===== config.mk =====
export PLATFORM = sky130hd
export DESIGN_NAME = multicycle_sequencer_flat
export DESIGN_NICKNAME = d
export VERILOG_FILES = /design/src/rtl/multicycle_sequencer_if.sv /design/src/rtl/multicycle_sequencer.sv /design/src/flat_wrapper.sv
export SDC_FILE = /design/constraint.sdc
export NUM_CORES = 1
export LEC_CHECK = 0
export ABC_AREA = 1
export CORE_MARGIN = 2
export CORE_UTILIZATION = 67
export CTS_CLUSTER_SIZE = 40
export DETAILED_ROUTE_END_ITERATION = 16
export DONT_BUFFER_PORTS = 1
export PLACE_DENSITY = 0.83
export REMOVE_ABC_BUFFERS = 1
export SETUP_SLACK_MARGIN = 0.05
export SLEW_MARGIN = 10
export SYNTH_ARGS = -nofsm -noshare
export SYNTH_HDL_FRONTEND = slang
export SYNTH_SLANG_ARGS = --single-unit

===== constraint.sdc =====
create_clock -name clk -period 3.05 [get_ports clk]
set_input_delay 0.305 -clock clk [delete_from_list [all_inputs] [get_ports clk]]
set_output_delay 0.305 -clock clk [all_outputs]
set_load 0.01 [all_outputs]

===== src/rtl/multicycle_sequencer_if.sv =====
// Control bundle between the multicycle sequencer and its datapath/memory.
//
// Memory handshake: the sequencer holds mem_req=1 (with mem_we qualifying
// read/write) for as long as it waits on an access; memory answers with a
// single-cycle mem_ready pulse, and the access completes in the cycle
// mem_req=1 and mem_ready=1 coincide. mem_ready seen while mem_req=0 is
// meaningless and ignored. The sequencer never withdraws a request before
// mem_ready, except when it is reset.
interface multicycle_sequencer_if #(
  parameter int OP     = 4,
  parameter int ALU_OP = 4,
  parameter int CNT_W  = 16
);
  logic [OP-1:0]     op_in;
  logic              zero;
  logic              mem_ready;
  logic              mem_req;
  logic              mem_we;
  logic              ir_we;
  logic              pc_we;
  logic [1:0]        pc_src;
  logic              reg_we;
  logic              wb_sel;
  logic              sp_inc;
  logic              sp_dec;
  logic [ALU_OP-1:0] alu_op;
  logic [2:0]        state;
  logic [CNT_W-1:0]  retired;

  modport master (
    input  op_in, zero, mem_ready,
    output mem_req, mem_we, ir_we, pc_we, pc_src, reg_we, wb_sel,
           sp_inc, sp_dec, alu_op, state, retired
  );

  modport slave (
    output op_in, zero, mem_ready,
    input  mem_req, mem_we, ir_we, pc_we, pc_src, reg_we, wb_sel,
           sp_inc, sp_dec, alu_op, state, retired
  );
endinterface


===== src/rtl/multicycle_sequencer.sv =====
// Multicycle control sequencer: FETCH -> DECODE -> EXEC [-> MEM [-> WB]].
// Control outputs are decoded combinationally from the current state, the
// latched opcode, zero and mem_ready; retired counts completed instructions.
module multicycle_sequencer #(
  parameter int OP     = 4,
  parameter int ALU_OP = 4,
  parameter int CNT_W  = 16
) (
  input  logic                    clk,
  input  logic                    rst,
  multicycle_sequencer_if.master  bus
);

  typedef enum logic [2:0] {
    FETCH  = 3'd0,
    DECODE = 3'd1,
    EXEC   = 3'd2,
    MEM    = 3'd3,
    WB     = 3'd4
  } state_t;

  localparam logic [OP-1:0] OP_BRZR = OP'(0);
  localparam logic [OP-1:0] OP_JI   = OP'(1);
  localparam logic [OP-1:0] OP_LD   = OP'(2);
  localparam logic [OP-1:0] OP_ST   = OP'(3);
  localparam logic [OP-1:0] OP_ADDI = OP'(4);
  localparam logic [OP-1:0] OP_PUSH = OP'(5);
  localparam logic [OP-1:0] OP_POP  = OP'(6);

  localparam logic [ALU_OP-1:0] ALU_ADD = ALU_OP'(12);

  state_t           state_q;
  logic [OP-1:0]    op_q;
  logic [CNT_W-1:0] retired_q;
  logic             retire;

  // Opcode classes used by both the sequencing and the output decode.
  logic is_store;
  logic is_mem_op;
  assign is_store  = (op_q == OP_ST) || (op_q == OP_PUSH);
  assign is_mem_op = (op_q == OP_LD) || (op_q == OP_ST) ||
                     (op_q == OP_PUSH) || (op_q == OP_POP);

  // State sequencing, opcode capture and retired-instruction counting.
  always_ff @(posedge clk) begin
    if (rst) begin
      state_q   <= FETCH;
      op_q      <= '0;
      retired_q <= '0;
    end else begin
      if (retire) retired_q <= retired_q + CNT_W'(1);
      case (state_q)
        FETCH: begin
          if (bus.mem_ready) begin
            op_q    <= bus.op_in;
            state_q <= DECODE;
          end
        end
        DECODE: state_q <= EXEC;
        EXEC:   state_q <= is_mem_op ? MEM : FETCH;
        MEM: begin
          if (bus.mem_ready) state_q <= is_store ? FETCH : WB;
        end
        WB:      state_q <= FETCH;
        default: state_q <= FETCH;
      endcase
    end
  end

  // Control decode; everything is held at zero while reset is asserted so an
  // abandoned access cannot strobe the datapath or retire.
  always_comb begin
    bus.mem_req = 1'b0;
    bus.mem_we  = 1'b0;
    bus.ir_we   = 1'b0;
    bus.pc_we   = 1'b0;
    bus.pc_src  = 2'd0;
    bus.reg_we  = 1'b0;
    bus.wb_sel  = 1'b0;
    bus.sp_inc  = 1'b0;
    bus.sp_dec  = 1'b0;
    bus.alu_op  = '0;
    retire      = 1'b0;
    if (!rst) begin
      case (state_q)
        FETCH: begin
          bus.mem_req = 1'b1;
          if (bus.mem_ready) begin
            bus.ir_we = 1'b1;
            bus.pc_we = 1'b1;
          end
        end
        EXEC: begin
          if (op_q == OP_BRZR) begin
            if (bus.zero) begin
              bus.pc_we  = 1'b1;
              bus.pc_src = 2'd1;
            end
            retire = 1'b1;
          end else if (op_q == OP_JI) begin
            bus.pc_we  = 1'b1;
            bus.pc_src = 2'd2;
            retire     = 1'b1;
          end else if ((op_q == OP_LD) || (op_q == OP_ST)) begin
            bus.alu_op = ALU_ADD;
          end else if (op_q == OP_PUSH) begin
            bus.sp_dec = 1'b1;
          end else if (op_q == OP_POP) begin
            bus.sp_dec = 1'b0;
          end else begin
            bus.alu_op = (op_q == OP_ADDI) ? ALU_ADD : ALU_OP'(op_q);
            bus.reg_we = 1'b1;
            retire     = 1'b1;
          end
        end
        MEM: begin
          bus.mem_req = 1'b1;
          bus.mem_we  = is_store;
          if (bus.mem_ready) begin
            bus.sp_inc = (op_q == OP_POP);
            retire     = is_store;
          end
        end
        WB: begin
          bus.reg_we = 1'b1;
          bus.wb_sel = 1'b1;
          retire     = 1'b1;
        end
        default: retire = 1'b0;
      endcase
    end
  end

  // Debug state is always visible; the counter reads zero during reset.
  assign bus.state   = state_q;
  assign bus.retired = rst ? '0 : retired_q;

endmodule


===== src/flat_wrapper.sv =====
// flat-port wrapper written by rule: the top's interface ports become plain ports
module multicycle_sequencer_flat 
#(
  parameter int OP     = 4,
  parameter int ALU_OP = 4,
  parameter int CNT_W  = 16
)
  (clk, rst, bus_op_in, bus_zero, bus_mem_ready, bus_mem_req, bus_mem_we, bus_ir_we, bus_pc_we, bus_pc_src, bus_reg_we, bus_wb_sel, bus_sp_inc, bus_sp_dec, bus_alu_op, bus_state, bus_retired);
  multicycle_sequencer_if #(.OP(OP), .ALU_OP(ALU_OP), .CNT_W(CNT_W)) bus_i ();
  input  logic clk;
  input  logic rst;
  input wire logic [$bits(bus_i.op_in)-1:0] bus_op_in;
  input wire logic [$bits(bus_i.zero)-1:0] bus_zero;
  input wire logic [$bits(bus_i.mem_ready)-1:0] bus_mem_ready;
  output wire logic [$bits(bus_i.mem_req)-1:0] bus_mem_req;
  output wire logic [$bits(bus_i.mem_we)-1:0] bus_mem_we;
  output wire logic [$bits(bus_i.ir_we)-1:0] bus_ir_we;
  output wire logic [$bits(bus_i.pc_we)-1:0] bus_pc_we;
  output wire logic [$bits(bus_i.pc_src)-1:0] bus_pc_src;
  output wire logic [$bits(bus_i.reg_we)-1:0] bus_reg_we;
  output wire logic [$bits(bus_i.wb_sel)-1:0] bus_wb_sel;
  output wire logic [$bits(bus_i.sp_inc)-1:0] bus_sp_inc;
  output wire logic [$bits(bus_i.sp_dec)-1:0] bus_sp_dec;
  output wire logic [$bits(bus_i.alu_op)-1:0] bus_alu_op;
  output wire logic [$bits(bus_i.state)-1:0] bus_state;
  output wire logic [$bits(bus_i.retired)-1:0] bus_retired;
  assign bus_i.op_in = bus_op_in;
  assign bus_i.zero = bus_zero;
  assign bus_i.mem_ready = bus_mem_ready;
  assign bus_mem_req = bus_i.mem_req;
  assign bus_mem_we = bus_i.mem_we;
  assign bus_ir_we = bus_i.ir_we;
  assign bus_pc_we = bus_i.pc_we;
  assign bus_pc_src = bus_i.pc_src;
  assign bus_reg_we = bus_i.reg_we;
  assign bus_wb_sel = bus_i.wb_sel;
  assign bus_sp_inc = bus_i.sp_inc;
  assign bus_sp_dec = bus_i.sp_dec;
  assign bus_alu_op = bus_i.alu_op;
  assign bus_state = bus_i.state;
  assign bus_retired = bus_i.retired;
  multicycle_sequencer #(.OP(OP), .ALU_OP(ALU_OP), .CNT_W(CNT_W)) u_core (.clk(clk), .rst(rst), .bus(bus_i));
endmodule

Word level (Yosys, flattened, before mapping) --
Cells that the tools add are included.
Word-level totals: bits in registers 23
Cells by class: add/subtract/negate cells 1, equality and inequality tests 12, muxes and demuxes 54, reduce and logical (&&, ||, !) cells 9
Operators by type and width (number):
- $mux 1 | 33
- $mux 4 | 8
- $add 16x1->16 const B | 1
- $mux 16 | 1
- $eq 4x3->1 const B | 3
- $pmux 3 s4 | 1
- $mux 2 | 5
- $mux 3 | 3
- $eq 4x2->1 const B | 2
- $eq 3x2->1 const B | 2
- $eq 4x1->1 const B | 1
- $logic_not 4->1 | 1
- $logic_or 1x1->1 | 4
- $ne 2x2->1 const B | 2
- $pmux 1 s2 | 2
- $reduce_and 2->1 | 2
- $eq 3x1->1 const B | 1
- $eq 3x3->1 const B | 1
- $logic_not 3->1 | 1
- $pmux 1 s3 | 1
- $reduce_or 2->1 | 1

Longest topological paths before layout --
Gate-level depths: netlist of run 1.
depth after elaboration 9, gate-level depth with buffers 10, depth with buffers taken out 10

Worst setup path after synthesis of run 1 --
Ideal clock, no wire load.
path kind flip-flop to output port, from register u_core.state_q[1], in the netlist u_core.bus.state[1], to output bus_alu_op[1], arrival 1.306 ns, required time 2.745 ns, slack 1.439 ns, cell stages (with the launch flop) 7, path buffers 0, cells stage by stage dfxtp_1 -> inv_2 -> nor3_4 -> inv_1 -> nor2_1 -> inv_1 -> nor4_1
Between the ends: cells in the longest elaborated chain, start to end 3
Ends and longest elaborated chain:
- start: declaration | line multicycle_sequencer.sv:32 | state_t state_q;
- start signal: assignment | line multicycle_sequencer.sv:60 | EXEC: state_q <= is_mem_op ? MEM : FETCH;
- start signal: assignment | line multicycle_sequencer.sv:62 | if (bus.mem_ready) state_q <= is_store ? FETCH : WB;
- $eq 3x2->1 | line multicycle_sequencer.sv:85 | case (state_q)
- $mux 4 | line multicycle_sequencer.sv:85
- $mux 4 | line multicycle_sequencer.sv:84 | if (!rst) begin
- end: declaration | line flat_wrapper.sv:24 | output wire logic [$bits(bus_i.alu_op)-1:0] bus_alu_op;
Every way passes these cells.

Worst setup path in the final report of run 1 --
Ends and elaborated chain as after synthesis.

==> impl_metrics.tcl, run 1 <==
set metrics [dict create \
    synth_top_family_by_area "simple AND/OR/NAND/NOR gates" \
    cp_max_fo 6 \
    clk_path_buf_depth 2 \
    vdd_ir_drop_max_v 0.0002936 \
    place.gp.congestion 0.8462 \
    setup_viol 0 \
    fmax_ghz 0.4734 \
    synth.area.mux_share_pct 0 \
    initial_core_util_pct 70.98 \
    p_leak_uw 0.0005516 \
    dp.cells 279 \
    grt_pass1_wl_microns 5582 \
    wl_per_cell_microns 11.60 \
    rows 17 \
    fin_skew_ns 0.003267 \
    criticalPathCategory "reg -> out" \
    drc 0 \
    crit_slowest_cell "dfxtp_1" \
    synth.area.top_cells "dfxtp_1 (29%), nand2_1 (13%), nor2_1 (13%)" \
    layout_commonest_cell "nand2_1" \
    numCtsBuffers 3 \
    post-route-min-period_ns 2.112 \
    postCtsSetupBuffers 0 \
    worstMarginPinSlew_ns 0.5161 \
    crit_chain "inv_2 > nor3_4 > inv_1 > nor2_1 > inv_1 > nor4_1" \
    grt_pass1_vias 1334 \
    rsz0062_at_grt "false" \
    p_per_area_mw_per_mm2 376.3 \
    clk_latency_ns 0.31 \
    antenna_found_initial 0 \
    synth-simple-area-share_pct 46.17 \
    critPathTopFamily "simple AND/OR/NAND/NOR gates" \
    wirelength_microns 3282 \
    hold_violations 0 \
    yosysSeqAreaShare_pct 29.04 \
    yosys.area.top_type "dfxtp_1" \
    die_area_sq_mm 0.002771 \
    path_clk_slew_ns 0.12 \
    grt_max_degree 34 \
    setup_slack_ns 0.9378 \
    die_h_microns 52.64 \
    synth_compound_area_share_pct 11.76 \
    die_x_microns 52.64 \
    num-fill-cells 208 \
    drt_iter0_drc 45 \
    synth_area_per_cell_sq_um 6.144 \
    postLayoutCoreUtil_pct 71.15 \
    cts_resized 0 \
    portBuffers 0 \
    cp_slowest_stage_delay_ns 0.51 \
    final_cell_area_sq_mm 0.001589 \
    maxSlewHeadroom_pct 65.27 \
    grt_usage_pct 26.39 \
    critPathLaunchType "register" \
    synth_xor_area_share_pct 0.5525 \
    synth-main-ff-cell "dfxtp_1" \
    hold_class "in -> reg" \
    dpl_cell_area_sq_mm 0.001563 \
    io-pin-count 41 \
    path_buf_inv 3 \
    final_cell_mix "nand2_1 (56), nor2_1 (54), inv_1 (27)" \
    area_delta_synth_final_pct 0.2366 \
    arrival_ns 1.81 \
    dp_hpwl_microns 2383 \
    tritoncts "built" \
    final_cell_count_no_fill 283 \
    firstDrtPassIters 4 \
    dpl_worst_slack_ns 1.301 \
    drv_slew 0 \
    cp_data_required_time_ns 2.74 \
    synth-edff-count 0 \
    tns_ns 0 \
    drive_gt1_share_pct 11.37 \
    final_antenna_net_count 0 \
    synthAdderAreaFrac_pct 0.7893 \
    yosysWarnings 0 \
    clock_sinks 23 \
    syn_area_sq_mm 0.001585 \
    synth-seq-cells 23 \
    layout_worst_path_cycle_share_pct 69.25 \
    cts_root_buf "clkbuf_4" \
    htree_levels 1 \
    vias 1563 \
    viasPerCell 5.523 \
    nets 265 \
    crit_top_cell "inv_1" \
    drv_cap 0 \
    synth_cells 258 \
    async_flop_share_pct 0 \
    outcome "complete, no violations" \
    grt-ovfl-total 0 \
    cts_hold_buf 0 \
    synth_cell_types 29 \
    endpoint_kind "primary output" \
    synth_top_area_share_pct 29.04 \
    core_area_sq_mm 0.002233 \
    antenna-diode-count 0 \
]
[final timing paths]
path | depth (start not counted) | to | start | slack (ns)
max | 6 | bus_alu_op[1] | u_core.bus.state[1] | 0.94
min | 1 | u_core.bus.state[1] | rst | 0.04
max reg2reg | 7 | u_core.retired_q[5] | u_core.bus.state[0] | 1.35
min reg2reg | 2 | u_core.retired_q[15] | u_core.retired_q[15] | 0.49
[metal layers]
layer | up-vias | routed length, microns | track usage, %
met2 | 53 | 1363 | 42.50
met5 | - | 0 | 0
met3 | 6 | 212 | 3.714
li1 | 816 | - | -
met1 | 688 | 1656 | 36.38
met4 | 0 | 49 | 7.692
[cells in the mapped netlist (all sizes together) (2+ instances only)]
library cell  count
nand2            61
nor4              2
nor2             61
dfxtp            23
nor3              8
a21oi            23
nand3            23
o21ai             8
inv              31
buf               3
nand4             4
clkbuf            5
[final cells by class]
type | count | area (sq um) | area share (%)
clock buffer | 4 | 26.28 | 1.654
inverter | 32 | 120.1 | 7.559
sequential | 23 | 460.4 | 28.98
timing repair buffer | 1 | 7.507 | 0.4724
tap | 28 | 35.03 | 2.205
multi-input combinational | 195 | 939.7 | 59.13
[through the flow]
step	hold slack (ns)	power [uW]
finish	0.04425	598.0
global route	0.02317	626.2
global placement	0.3725	459.2
floorplan	0.3674	437.3
detailed placement	0.3734	459.7
CTS	0.03075	599.0
[worst reg2reg max path, delay by kind of cell, from the launching register on]
| family | cells | cell delay, ns |
|---|---|---|
| AO/OA/AOI/OAI | 2 | 0.14 |
| flip-flops | 1 | 0.58 |
| AND/OR/NAND/NOR | 5 | 0.90 |
[power by group]
group	total (uW)	switching (uW)	internal (uW)	leakage, uW
Sequential	335	22.3	313	0.000187
Combinational	119	83.4	35.5	0.000350
Clock	144	92.5	51.1	0.0000150
Total	598	198	400	0.000552
[state kept, by name, indices dropped and copies added (netlist names)]
| signal | cells |
|---|---|
| u_core.retired_q | 16 |
| u_core.op_q | 4 |
| u_core.bus.state | 3 |
[kinds of logic (layout without fill, tap and decap cells)]
family          after synthesis  in the layout
fa+ha+maj                     1              1
compound gates               34             34
flops                        23             23
buf+inv                      40             37
xor+xnor                      1              1
simple gates                159            159
(Power assumes the default switching activity.)
==> run 2, diff against run 1 <==
--- a/config.mk
+++ b/config.mk
@@ -7,11 +7,11 @@
 export LEC_CHECK = 0
 export ABC_AREA = 1
 export CORE_MARGIN = 2
-export CORE_UTILIZATION = 67
+export CORE_UTILIZATION = 62
 export CTS_CLUSTER_SIZE = 40
 export DETAILED_ROUTE_END_ITERATION = 16
 export DONT_BUFFER_PORTS = 1
-export PLACE_DENSITY = 0.83
+export PLACE_DENSITY = 0.78
 export REMOVE_ABC_BUFFERS = 1
 export SETUP_SLACK_MARGIN = 0.05
 export SLEW_MARGIN = 10
==> constraint.sdc (replaced) <==
create_clock -name clk -period 2.2 [get_ports clk]
set_input_delay 0.22 -clock clk [delete_from_list [all_inputs] [get_ports clk]]
set_output_delay 0.22 -clock clk [all_outputs]
set_load 0.01 [all_outputs]
==> run 2 against run 1 <==
Power increased by 40%. Sequential share of layout area down 0.31 points. Clock power increased by 39%. Die area is 7.4% higher. Register-to-register slack worse by 0.88 ns. Combinational power increased by 46%. Clock skew up 0.0034 ns. Critical endpoint is now bus_pc_we. Highest routed layer unchanged.
==> impl_metrics.tcl, run 2 (same netlist as run 1, synthesis figures left out) <==
set metrics [dict create \
    drc 0 \
    wl_per_cell_microns 12.29 \
    dp.cells 281 \
    grt_max_degree 27 \
    tritoncts "built" \
    tns_ns 0 \
    largest_register_ff_count 16 \
    fin_skew_ns 0.006687 \
    final_antenna_net_count 0 \
    cp_data_required_time_ns 1.98 \
    grt-ovfl-total 0 \
    worstMarginPinSlew_ns 0.5192 \
    numCtsBuffers 3 \
    grt_pass1_vias 1268 \
    drive_gt1_share_pct 12.50 \
    num-fill-cells 250 \
    nets 266 \
    vdd_ir_drop_max_v 0.0003248 \
    endpoint_kind "primary output" \
    dp_hpwl_microns 2515 \
    setup_slack_ns 0.2531 \
    maxSlewHeadroom_pct 65.07 \
    cp_max_fo 10 \
    die_area_sq_mm 0.002977 \
    p_per_area_mw_per_mm2 521.8 \
    largest_register "u_core.retired_q" \
    portBuffers 0 \
    firstDrtPassIters 4 \
    final_cell_mix "nand2_1 (56), nor2_1 (54), inv_1 (27)" \
    clock_sinks 23 \
    fmax_ghz 0.5136 \
    rows 18 \
    criticalPathCategory "reg -> out" \
    wirelength_microns 3516 \
    die_x_microns 54.57 \
    setup_viol 0 \
    final_cell_count_no_fill 286 \
    core_area_sq_mm 0.002455 \
    outcome "complete, no violations" \
    hold_violations 0 \
    clk_path_buf_depth 2 \
    viasPerCell 5.493 \
    postCtsSetupBuffers 0 \
    path_clk_slew_ns 0.14 \
    cts_root_buf "clkbuf_4" \
    drv_cap 0 \
    dpl_worst_slack_ns 0.4993 \
    clk_latency_ns 0.31 \
    initial_core_util_pct 64.58 \
    antenna-diode-count 0 \
    drt_iter0_drc 29 \
    grt_pass1_wl_microns 5616 \
    p_leak_uw 0.0005590 \
    critPathLaunchType "register" \
    antenna_found_initial 0 \
    grt_usage_pct 25.85 \
    rsz0062_at_grt "false" \
    arrival_ns 1.73 \
    layout_commonest_cell "nand2_1" \
    hold_slack_ns 0.07896 \
    die_h_microns 54.57 \
    io-pin-count 41 \
    area_delta_synth_final_pct 1.578 \
    postLayoutCoreUtil_pct 65.60 \
    hold_class "in -> reg" \
    drv_slew 0 \
    htree_levels 1 \
    rrSetupSlack_ns 0.47 \
    layout_worst_path_cycle_share_pct 88.50 \
    vias 1571 \
    post-route-min-period_ns 1.947 \
    place.gp.congestion 0.8315 \
]
[run 2: changes by cell type in the layout (fill, tap and decap cells not counted)]
cell and change:
clkbuf_1 -1, clkinv_2 +1, dfxtp_1 -1, dfxtp_2 +1, dlygate4sd3_1 +1, nor4_1 -1
nor4_2 +1
[run 2: final timing paths]
kind	startpoint	to	cells after the start
min reg2reg	u_core.retired_q[15]	u_core.retired_q[15]	2
max reg2reg	u_core.bus.state[2]	u_core.retired_q[15]	7
max	u_core.bus.state[0]	bus_pc_we	5
min	bus_op_in[0]	u_core.op_q[0]	2
[run 2: power breakdown]
part	switching, uW	internal (uW)	leakage [uW]
clock	132	67.8	0.0000177
sequential	31.3	435	0.000187
combinational	124	50.9	0.000354
total	287	554	0.000559
[run 2: repair_timing]
action,4_1_cts,5_1_grt
gates resized for setup,0,2
hold buffers,1,0
endpoints found under the setup margin,0,2
hold endpoints to repair,8,0
[run 2: through the flow]
step / instance area [sq um] / total power [uW]
2_1_floorplan: 1520 / 606.3
3_3_place_gp: 1565 / 638.7
3_5_place_dp: 1565 / 640.7
4_1_cts: 1603 / 838.2
5_1_grt: 1610 / 885.5
6_report: 1610 / 840.2
[run 2: routing by layer]
layer  track usage (%)  routed length, microns  up-vias
met4             4.583                      29        0
met1             37.27                    1763      703
met2             40.56                    1542       43
met3             4.645                     180        4
met5                 0                       0        -
li1                  -                       -      821
[run 2: final cells by class]
class / instances / area [sq um] / share of cell area, %
tap: 30 / 37.54 / 2.331
multi-input combinational: 195 / 945.9 / 58.74
clock inverter: 1 / 5.005 / 0.3108
timing repair buffer: 2 / 17.52 / 1.088
inverter: 32 / 120.1 / 7.459
clock buffer: 3 / 22.52 / 1.399
sequential: 23 / 461.7 / 28.67
[run 2: critical path, cell delays in order, from the launching register on]
cell      delay [ns]
dfxtp_1         0.44
nor2_1          0.18
nand2_1         0.11
nor2_1          0.13
clkinv_1        0.24
a21oi_1         0.33
==> run 3, diff against run 2 <==
--- a/config.mk
+++ b/config.mk
@@ -14,6 +14,7 @@
 export PLACE_DENSITY = 0.78
 export REMOVE_ABC_BUFFERS = 1
 export SETUP_SLACK_MARGIN = 0.05
+export SKIP_LAST_GASP = 1
 export SLEW_MARGIN = 10
 export SYNTH_ARGS = -nofsm -noshare
 export SYNTH_HDL_FRONTEND = slang
==> results of run 3 <==
Same layout as run 2: the final DEF is identical, and so are final timing and power.
==> patch 1: new RTL, config.mk and constraints of run 3 <==
Reset style: asynchronous (`rst`), changed in one clocked block.
--- a/src/rtl/multicycle_sequencer.sv
+++ b/src/rtl/multicycle_sequencer.sv
@@ -44,3 +44,3 @@
   // State sequencing, opcode capture and retired-instruction counting.
-  always_ff @(posedge clk) begin
+  always_ff @(posedge clk or posedge rst) begin
     if (rst) begin
Function: differs if rst is asserted again (counterexample within 4 cycles, from zero or initial values and one cycle with rst high); with rst held inactive, the same outputs for 10 cycles.
==> patch 1 against run 3 <==
- worst setup slack improved by 0.0014 ns
- worst hold slack worse by 0.024 ns
- sequential cell count is the same
- wire length down 4.2%
- synthesized area up 2.9%
- clock skew rose by 0.0057 ns
- synthesized cell count down 3.1%
- cell area rose by 4.6%
Power is not compared: it rests on default switching activity, and its combinational part moved more than twofold at a synthesized area within 25%.
==> patch 1: results (changes against run 3) <==
\begin{tabular}{lr}
\hline
Metric & Value \\
\hline
\multicolumn{2}{l}{\textbf{Yosys}} \\
FFs w/ async S/R, synth & 100\% (+100 points) \\
Post-synthesis sequential area ratio & 35.3\% (+6.2 points) \\
Prevailing post-synth register cell & dfrtp\_1 \\
Post-synthesis cell count & 250 (-3.1\%) \\
Leading post-synthesis cells by instance count & 67 x nand2\_1, 50 x nor2\_1, 29 x nand3\_1 \\
Compound-gate portion of the synthesized area & 3.60\% (-8.2 points) \\
Xor and xnor area share after synthesis & 3.76\% (+3.2 points) \\
Count of unique library cells instantiated by Yosys & 24 (-17\%) \\
Adder-Cell Fraction of Synth Area & 0.767\% (-0.022 points) \\
Cell types occupying the most area after synthesis & dfrtp\_1 35\%, nand2\_1 15\%, nor2\_1 12\%, nand3\_1 8.9\%, inv\_1 6.0\% \\
\multicolumn{2}{l}{\textbf{GRT}} \\
Maximum number of pins on one net before global-route repair & 24 (-11\%) \\
Total global-route track usage & 22.8\% (-3.0 points) \\
Vias in the first global route & 1324 (+4.4\%) \\
\multicolumn{2}{l}{\textbf{Drt}} \\
Drt initial violations & 69 (+140\%) \\
Vias post-DR & 1530 (-2.6\%) \\
\multicolumn{2}{l}{\textbf{Placement}} \\
Routability cong. & 0.885 (+6.4\%) \\
Detailed placer's ending HPWL & 2520 µm (+0.37\%) \\
\multicolumn{2}{l}{\textbf{Layout}} \\
Share of final-layout standard cells stronger than drive strength 1 & 10.3\% (-2.2 points) \\
Number of fillers in the final layout & 228 (-8.8\%) \\
\multicolumn{2}{l}{\textbf{Worst setup path}} \\
Critical Path Source & u\_core.bus.state[2] \\
Maximum net fanout on the critical path & 5 (-5) \\
Cell depth of the worst flop-to-flop path & 8 (+1) \\
\multicolumn{2}{l}{\textbf{Hold path}} \\
End of the worst hold path & u\_core.op\_q[1] \\
\multicolumn{2}{l}{\textbf{Timing}} \\
Worst slew pin tran & 0.521 ns (+0.00227 ns) \\
Largest clock skew in the final design & 0.0124 ns (+0.00566 ns) \\
\multicolumn{2}{l}{\textbf{Run status}} \\
Result of the run & completed \\
\hline
\end{tabular}
==> patch 1: critical path, stage by stage, from the launching register on <==
cell and delay, ns:
dfrtp_1 0.46, inv_1 0.11, nand3_1 0.15, nor2_1 0.19, inv_1 0.11, nor4_1 0.41
==> patch 1: cell type report <==
class | instances | area share, %
Clock buffer | 3 | 1.34
Sequential cell | 23 | 34.2
Inverter | 31 | 6.91
Multi-Input combinational cell | 191 | 53.1
Tap cell | 30 | 2.23
Timing Repair Buffer | 4 | 1.93
Clock inverter | 1 | 0.297
==> patch 1: cell families after synthesis <==
logic type / Yosys count
adder cells (fa/ha/maj): 1
AO/OA/AOI/OAI: 11
AND/OR/NAND/NOR: 172
flip-flops: 23
buffers and inverters: 36
XOR/XNOR: 7
==> patch 1: layer usage <==
layer / GRT usage, % / share of wire [%] / up-vias
met4: 4.88 / 0.47 / 0
met1: 34.2 / 49 / 688
met2: 35.7 / 45 / 49
li1: - / - / 791
met3: 2.58 / 5.6 / 2
met5: 0 / 0 / -
==> patch 1: stage by stage <==
stage	setup slack [ns]	hold slack, ns	cell area, µm²
after global routing	0.0621	0.0486	1680
final	0.255	0.0547	1680
after global placement	0.656	0.0163	1650
after detailed placement	0.628	0.0207	1650
after CTS	0.271	0.0558	1680
after floorplan	0.551	0.236	1590
==> patch 1: power breakdown <==
part | leakage, nW | internal, mW | switching, mW | total (mW)
Combinational | 0.511 | 0.174 | 0.403 | 0.577
Sequential | 0.303 | 0.502 | 0.114 | 0.616
Clock | 0.0177 | 0.0679 | 0.136 | 0.204
Total | 0.832 | 0.743 | 0.653 | 1.40
==> patch 2: new RTL, flow settings as in run 3 <==
Without the edit above. `ALU_OP` is set to 4 in 3 places; all go to 8.
--- a/src/rtl/multicycle_sequencer_if.sv
+++ b/src/rtl/multicycle_sequencer_if.sv
@@ -10,3 +10,3 @@
   parameter int OP     = 4,
-  parameter int ALU_OP = 4,
+  parameter int ALU_OP = 8,
   parameter int CNT_W  = 16
--- a/src/rtl/multicycle_sequencer.sv
+++ b/src/rtl/multicycle_sequencer.sv
@@ -5,3 +5,3 @@
   parameter int OP     = 4,
-  parameter int ALU_OP = 4,
+  parameter int ALU_OP = 8,
   parameter int CNT_W  = 16
--- a/src/flat_wrapper.sv
+++ b/src/flat_wrapper.sv
@@ -4,3 +4,3 @@
   parameter int OP     = 4,
-  parameter int ALU_OP = 4,
+  parameter int ALU_OP = 8,
   parameter int CNT_W  = 16
Interface: changed (resized bus_alu_op); port bits go from 41 to 45. No check against the original RTL was run, so the function may have changed too.
==> patch 2 against run 3 <==
- worst hold slack improved by 0.0053 ns
- cell area increased by 1.2%
- via count increased by 0.51%
- wire length decreased by 1.4%
- largest cell class unchanged
- sequential cell count unchanged
- critical endpoint unchanged
- sequential power about the same
- worst setup slack got worse by 0.0090 ns
- die area increased by 2.0%
- synthesized area increased by 2.1%
- total power increased by 1.0%
- critical path depth unchanged
- first-iteration DRC count increased by 3.4%
- combinational power increased by 3%
- clock skew increased by 0.0037 ns
==> patch 2: results (changes against run 3) <==
\begin{tabular}{lr}
\hline
Metric & Value \\
\hline
\multicolumn{2}{l}{\textbf{CTS}} \\
Clock Pin Slew Worst Setup and Hold Paths & between 0.1 and 0.15 ns \\
Clock latency on the worst-skew pair & between 0.3 and 0.4 ns \\
Bufs on Longest Clock Path & 2 (unchanged) \\
\multicolumn{2}{l}{\textbf{Yosys}} \\
Count of unique library cells instantiated by Yosys & 31 (+6.9\%) \\
Cell types occupying the most area after synthesis & dfxtp\_1 28\%, nand2\_1 13\%, nor2\_1 13\%, inv\_1 6.3\%, a21oi\_1 6.2\% \\
Post-synthesis sequential area ratio & 28.4\% (-0.61 points) \\
\multicolumn{2}{l}{\textbf{GRT}} \\
Global-route wire length before repair & 5420 µm (-3.4\%) \\
Vias in the first global route & 1238 (-2.4\%) \\
Total global-route track usage & 24.7\% (-1.1 points) \\
\multicolumn{2}{l}{\textbf{Placement}} \\
Routability cong. & 0.848 (+2.0\%) \\
Count of input and output buffers & 0 (unchanged) \\
Detailed placer's ending HPWL & 2440 µm (-3.0\%) \\
\multicolumn{2}{l}{\textbf{Drt}} \\
Drt initial violations & 30 (+3.4\%) \\
Via count normalized by instance count & 5.44 (-0.88\%) \\
WL/cell & 12.0 µm (-2.8\%) \\
\multicolumn{2}{l}{\textbf{Layout}} \\
Share of final-layout standard cells stronger than drive strength 1 & 12.7\% (+0.19 points) \\
Number of nets at the end of the flow & 270 (+1.5\%) \\
Most flop-heavy register & u\_core.retired\_q \\
\multicolumn{2}{l}{\textbf{Pwr}} \\
Highest ir drop seen on vdd & 0.455 mV (+40\%) \\
Internal portion of total power & 0.554 mW (+0.13\%) \\
Leak & 0.572 nW (+2.3\%) \\
\multicolumn{2}{l}{\textbf{Run status}} \\
Result of the run & completed \\
\multicolumn{2}{l}{\textbf{Timing}} \\
Largest clock skew in the final design & 0.0104 ns (+0.00375 ns) \\
Worst slew pin tran & 0.492 ns (-0.0270 ns) \\
\multicolumn{2}{l}{\textbf{Hold path}} \\
Path type of the worst min-delay path & primary input to register \\
\hline
\end{tabular}
## patch 2: changes by cell type after synthesis
cell	run 3	this run
buf_4	0	4
conb_1	0	1
## patch 2: cell families after synthesis
logic type                 share of synthesized area [%]
and+or+nand+nor                                     45.2
adders and majority gates                          0.773
xor gates and xnor gates                           0.541
buffers and inverters                               13.3
AOI/OAI and AO/OA                                   11.5
other                                              0.232
DFF                                                 28.4
## patch 2: critical path, stage by stage, from the launching register on
cell and delay (ns):
dfxtp_1 0.45, nor2_1 0.21, nand2_1 0.12, nor2_1 0.11, clkinv_1 0.26, a21oi_2 0.28
## patch 2: timing repair
item,4_1_cts,5_1_grt
setup endpoints to repair,0,4
hold endpoints to repair,8,0
gates resized for setup,0,3
hold buffers,1,0
## patch 2: final cells by class
class                           count  area [µm²]
Clock inverter                      1        5.00
Inverter                           32         120
Fill cell                         243         848
Multi-Input combinational cell    199         965
Tap cell                           30        37.5
Clock buffer                        3        22.5
Sequential cell                    23         462
Timing Repair Buffer                2        17.5
## patch 2: final timing paths
kind,start,end,slack (ns),cells past startpoint
min reg2reg,u_core.retired_q[15],u_core.retired_q[15],0.50,2
min,bus_op_in[0],u_core.op_q[0],0.08,2
max,u_core.bus.state[0],bus_pc_we,0.24,5
max reg2reg,u_core.bus.state[2],u_core.retired_q[14],0.51,7
## patch 2: through the flow
stage	area [µm²]	total power [mW]	hold slack [ns]	setup WS (ns)	std cells
after floorplan	1540	0.609	0.282	0.674	254
after global placement	1580	0.642	0.288	0.490	285
after detailed placement	1580	0.644	0.288	0.497	285
after CTS	1620	0.846	0.0765	0.128	290
after global routing	1630	0.892	0.0741	0.0565	290
final	1630	0.849	0.0842	0.244	290
## patch 2: power by group through the flow
stage	registers (mW)	logic [mW]	clock network, mW
5_1_grt	0.471	0.201	0.221
6_report	0.466	0.179	0.204
3_5_place_dp	0.475	0.170	0
4_1_cts	0.465	0.174	0.207
3_3_place_gp	0.474	0.168	0
2_1_floorplan	0.469	0.140	0
## patch 2: routing by layer
layer | vias to the layer above | wire length (µm) | GRT usage [%]
met1 | 692 | 1720 | 35.6
met5 | - | 0 | 0
met3 | 4 | 219 | 2.42
met2 | 56 | 1480 | 38.3
met4 | 0 | 48 | 8.54
li1 | 827 | - | -
